==> src/rtl/param_updown_counter.sv <==
// rtl/param_updown_counter.sv - parametrised up/down counter with wrap/saturate, clear, load and boundary pulses
module param_updown_counter #(
    parameter int unsigned          WIDTH    = 8,
    parameter logic [WIDTH-1:0]     MAX_VAL  = {WIDTH{1'b1}},
    parameter bit                   SATURATE = 1'b0,
    parameter int unsigned          STEP_W   = 4
) (
    input  logic              clk,
    input  logic              rst_n,
    input  logic              clr,
    input  logic              load,
    input  logic [WIDTH-1:0]  load_val,
    input  logic              en,
    input  logic              up_down,
    input  logic [STEP_W-1:0] step,
    output logic [WIDTH-1:0]  count,
    output logic              at_max,
    output logic              at_min,
    output logic              ovf,
    output logic              unf
);

    // Comparisons run one bit wider so count + s never truncates before the MAX_VAL test.
    localparam logic [WIDTH:0]   MAX_X  = {1'b0, MAX_VAL};
    localparam logic [WIDTH-1:0] MOD_LO = MAX_VAL + WIDTH'(1);

    logic [WIDTH:0]   step_x;
    logic [WIDTH:0]   s_x;
    logic [WIDTH-1:0] s_lo;
    logic [WIDTH:0]   count_x;
    logic [WIDTH:0]   sum_x;
    logic [WIDTH-1:0] load_clamped;

    logic [WIDTH-1:0] next_count;
    logic             next_ovf;
    logic             next_unf;

    assign step_x       = (WIDTH+1)'(step);
    assign s_x          = (step_x > MAX_X) ? MAX_X : step_x;
    assign s_lo         = s_x[WIDTH-1:0];
    assign count_x      = {1'b0, count};
    assign sum_x        = count_x + s_x;
    assign load_clamped = (load_val > MAX_VAL) ? MAX_VAL : load_val;

    // Wrap results only need the low WIDTH bits; the modulus arithmetic is exact mod 2**WIDTH.
    always_comb begin
        next_count = count;
        next_ovf   = 1'b0;
        next_unf   = 1'b0;
        if (clr) begin
            next_count = '0;
        end else if (load) begin
            next_count = load_clamped;
        end else if (en) begin
            if (up_down) begin
                if (sum_x <= MAX_X) begin
                    next_count = sum_x[WIDTH-1:0];
                end else begin
                    next_ovf   = 1'b1;
                    next_count = SATURATE ? MAX_VAL : (sum_x[WIDTH-1:0] - MOD_LO);
                end
            end else begin
                if (count_x >= s_x) begin
                    next_count = count - s_lo;
                end else begin
                    next_unf   = 1'b1;
                    next_count = SATURATE ? '0 : (count + MOD_LO - s_lo);
                end
            end
        end
    end

    always_ff @(posedge clk or negedge rst_n) begin
        if (!rst_n) begin
            count <= '0;
            ovf   <= 1'b0;
            unf   <= 1'b0;
        end else begin
            count <= next_count;
            ovf   <= next_ovf;
            unf   <= next_unf;
        end
    end

    assign at_max = (count == MAX_VAL);
    assign at_min = (count == '0);

endmodule

==> config.mk <==
export PLATFORM = sky130hd
export DESIGN_NAME = param_updown_counter
export DESIGN_NICKNAME = d
export VERILOG_FILES = /design/src/rtl/param_updown_counter.sv
export SDC_FILE = /design/constraint.sdc
export NUM_CORES = 1
export LEC_CHECK = 0
export BUFFER_PORTS_ARGS = -buffer_cell sky130_fd_sc_hd__buf_2
export CAP_MARGIN = 30
export CORE_UTILIZATION = 30
export CTS_BUF_LIST = sky130_fd_sc_hd__clkbuf_16
export DETAILED_ROUTE_END_ITERATION = 8
export PLACE_DENSITY = 0.48
export SLEW_MARGIN = 20
export SYNTH_ARGS = -nofsm -noshare
export SYNTH_HDL_FRONTEND = slang
export SYNTH_SLANG_ARGS = --single-unit
==> constraint.sdc <==
create_clock -name clk -period 2.4 [get_ports clk]
set_input_delay 0.24 -clock clk [delete_from_list [all_inputs] [get_ports clk]]
set_output_delay 0.24 -clock clk [all_outputs]
set_load 0.02 [all_outputs]
==> results.sh <==
export IMPL_synth_edf_count=0
export IMPL_ys_ff_latch=10
export IMPL_path_class="reg2reg"
export IMPL_first_iter_violations=39
export IMPL_route_met3_wl_um=118
export IMPL_netlist_cell_type_count=43
export IMPL_crit_path_end_kind="flop"
export IMPL_post_cts_resized=0
export IMPL_tightest_slew_ps=327
export IMPL_p_sw_uw=210
export IMPL_synth_simple_area_share_pct=28.9
export IMPL_p_int_uw=487
export IMPL_netlist_instances=117
export IMPL_power_frac_seq_pct=28.1
export IMPL_async_flop_share_pct=100
export IMPL_cts_buffer_depth=2
export IMPL_fmax_mhz=463
export IMPL_seq_area_frac_synth_pct=25.4
export IMPL_fillerInstances=346
export IMPL_root_buffer="clkbuf_16"
export IMPL_htree_num_levels=1
export IMPL_finalSetupViolations=0
export IMPL_dr_total_vias=915
export IMPL_status="finished, final reports clean"
export IMPL_cts_setup_buffers=0
export IMPL_clk_latency_ps=240
export IMPL_synth_top_family_by_area="simple AND/OR/NAND/NOR gates"
export IMPL_synth_compound_area_share_pct=18.3
export IMPL_io_pins=30
export IMPL_first_pass_iters=4
export IMPL_fp_coreArea_um2=3080
export IMPL_start_util_pct=32.0
export IMPL_swShare_pct=30.1
export IMPL_dp_cells=186
export IMPL_hp_class="in2reg"
export IMPL_stdcell_count=191
export IMPL_wl_met1_um=1190
export IMPL_clk_pin_slew_ps=40
export IMPL_place_congestion=0.807
export IMPL_nNetsFinal=176
export IMPL_die_w_um=59.3
export IMPL_period_share_pct=89.9
export IMPL_final_setup_tns_ps=0
export IMPL_clkPwrFrac_pct=42.8
export IMPL_areaGrowthSynthToFinish_pct=28.0
export IMPL_synthAdderAreaFrac_pct=14.2
export IMPL_post_drt_wl_per_cell_um=13.4
export IMPL_top_layer="met4"
export IMPL_final_common_cell="buf_2"
export IMPL_relSlewSlack_pct=78.2
export IMPL_cap_violations=0
export IMPL_io_buffers=29
export IMPL_p_leak_nw=0.616
export IMPL_vdd_drop_max_uv=434
export IMPL_final_cell_mix="29 x buf_2, 16 x nor2_1, 10 x dfrtp_1"
export IMPL_dp_slack_ps=255
export IMPL_drt_wl_total_um=2560
export IMPL_fin_crit_ps=2160
export IMPL_arrival_ps=2290
export IMPL_rows=20
export IMPL_dieArea_um2=3510
export IMPL_critPathMaxFanout=8
export IMPL_synth_nets=145
export IMPL_ys_warn_count=0
export IMPL_numCtsBuffers=3
export IMPL_tritoncts="done"
export IMPL_grt_max_degree=18
export IMPL_synth_mux_area_share_pct=4.20
export IMPL_syn_area_um2=983
export IMPL_grt_use_total_pct=16.4
export IMPL_start_kind="flop"
export IMPL_viasPerCell=4.79
export IMPL_required_ps=2530
export IMPL_p_comb_share_pct=29.1
export IMPL_grt_pass1_vias=907
export IMPL_powerDensity_nw_per_um2=554
export IMPL_synth_xor_area_share_pct=1.78
export IMPL_syn_avg_cell_area_um2=8.41
export IMPL_rsz0062_at_grt="no"
export IMPL_clock_sinks=10
export IMPL_final_max_slew_viol_count=0
export IMPL_drive_gt1_share_pct=31.3
export IMPL_grt_first_pass_wirelength_um=4260
export IMPL_worst_slack_ps=242
export IMPL_wl_met2_um=1230
export IMPL_drc_errors=0
export IMPL_grt_remaining_overflow=0
export IMPL_antenna_found_initial=0
export IMPL_clock_skew_ps=1.59
export IMPL_dp_hpwl_um=2080
export IMPL_n_antenna_cell=0
export IMPL_finalHoldViolations=0
export IMPL_synthFlopType="dfrtp_1"
export IMPL_die_y_um=59.3
export IMPL_ant_nets=0
worst max-delay path, stage by stage (launching register included):
cell	delay (ps)
dfrtp_1	470
ha_1	360
or3b_4	390
a31oi_2	210
o2111ai_1	150
and3_4	210
o41ai_2	260
sequential cells by signal, summed over array words and instances, names as in the netlist:
register,flops
count,8
ovf,1
unf,1
area by class of cell:
class,count,area [um^2],area share [%]
Tap cell,44,55.1,4.37
Clock inverter,1,3.75,0.298
Sequential cell,10,250,19.9
Inverter,9,33.8,2.68
Multi-Input combinational cell,91,663,52.7
Clock buffer,3,75.1,5.96
Timing Repair Buffer,33,178,14.1
metrics by stage:
stage	area (um^2)	hold WS, ps	total power, mW	utilization, %
2_1_floorplan	983	-55.6	0.335	-
5_1_grt	1260	254	0.739	40.9
6_report	1260	240	0.697	40.9
3_3_place_gp	1170	115	0.400	38.0
4_1_cts	1260	238	0.704	40.9
3_5_place_dp	1170	120	0.401	38.0
metal layers:
| layer | vias to the layer above | track usage [%] |
|---|---|---|
| met1 | 415 | 21.3 |
| li1 | 474 | - |
| met5 | - | 0 |
| met4 | 0 | 3.06 |
| met3 | 2 | 4.37 |
| met2 | 24 | 27.3 |
synth_stat cells (2+ instances only):
cell       instances  area (um^2)
nor2_1            16         60.1
dfrtp_1           10          250
inv_1              9         33.8
ha_1               8          100
nand2_1            8         30.0
a21oi_1            7         35.0
nand3_1            6         30.0
clkbuf_1           4         15.0
mux2i_1            3         30.0
nand2b_1           3         18.8
nand3b_1           3         22.5
a211oi_1           2         15.0
a21o_1             2         15.0
buf_2              2         10.0
fa_1               2         40.0
nand4_1            2         12.5
o2111ai_1          2         17.5
o21ai_1            2         10.0
or3_4              2         22.5
power groups by stage:
| stage | logic (mW) | clock network [mW] | registers, mW |
|---|---|---|---|
| after floorplan | 0.125 | 0 | 0.211 |
| after global placement | 0.202 | 0 | 0.198 |
| after detailed placement | 0.202 | 0 | 0.198 |
| after CTS | 0.205 | 0.303 | 0.196 |
| after global routing | 0.228 | 0.313 | 0.198 |
| final | 0.203 | 0.298 | 0.196 |
kinds of logic after synthesis:
family | count (synthesis)
flops | 10
simple gates | 51
fa+ha+maj | 10
buf+inv | 16
mux | 4
compound gates | 24
xor+xnor | 2
path summary, 6_finish.rpt:
check                                       end  cells after the start                 start  slack [ps]
min reg2reg                       ovf$_DFF_PN0_                      2  count[7]$_DFFE_PN0P_         610
min in group asynchronous         unf$_DFF_PN0_                      2                 rst_n         400
min                        count[7]$_DFFE_PN0P_                      3           load_val[7]         240
max in group asynchronous  count[6]$_DFFE_PN0P_                      2                 rst_n        1800
max                        count[7]$_DFFE_PN0P_                      6  count[1]$_DFFE_PN0P_         240
max reg2reg                count[7]$_DFFE_PN0P_                      6  count[1]$_DFFE_PN0P_         240
what timing repair did:
item,4_1_cts,5_1_grt
setup endpoints to repair,0,0
hold buffers,1,0
hold endpoints to repair,10,0
No activity file was read; power rests on OpenSTA's default activity.
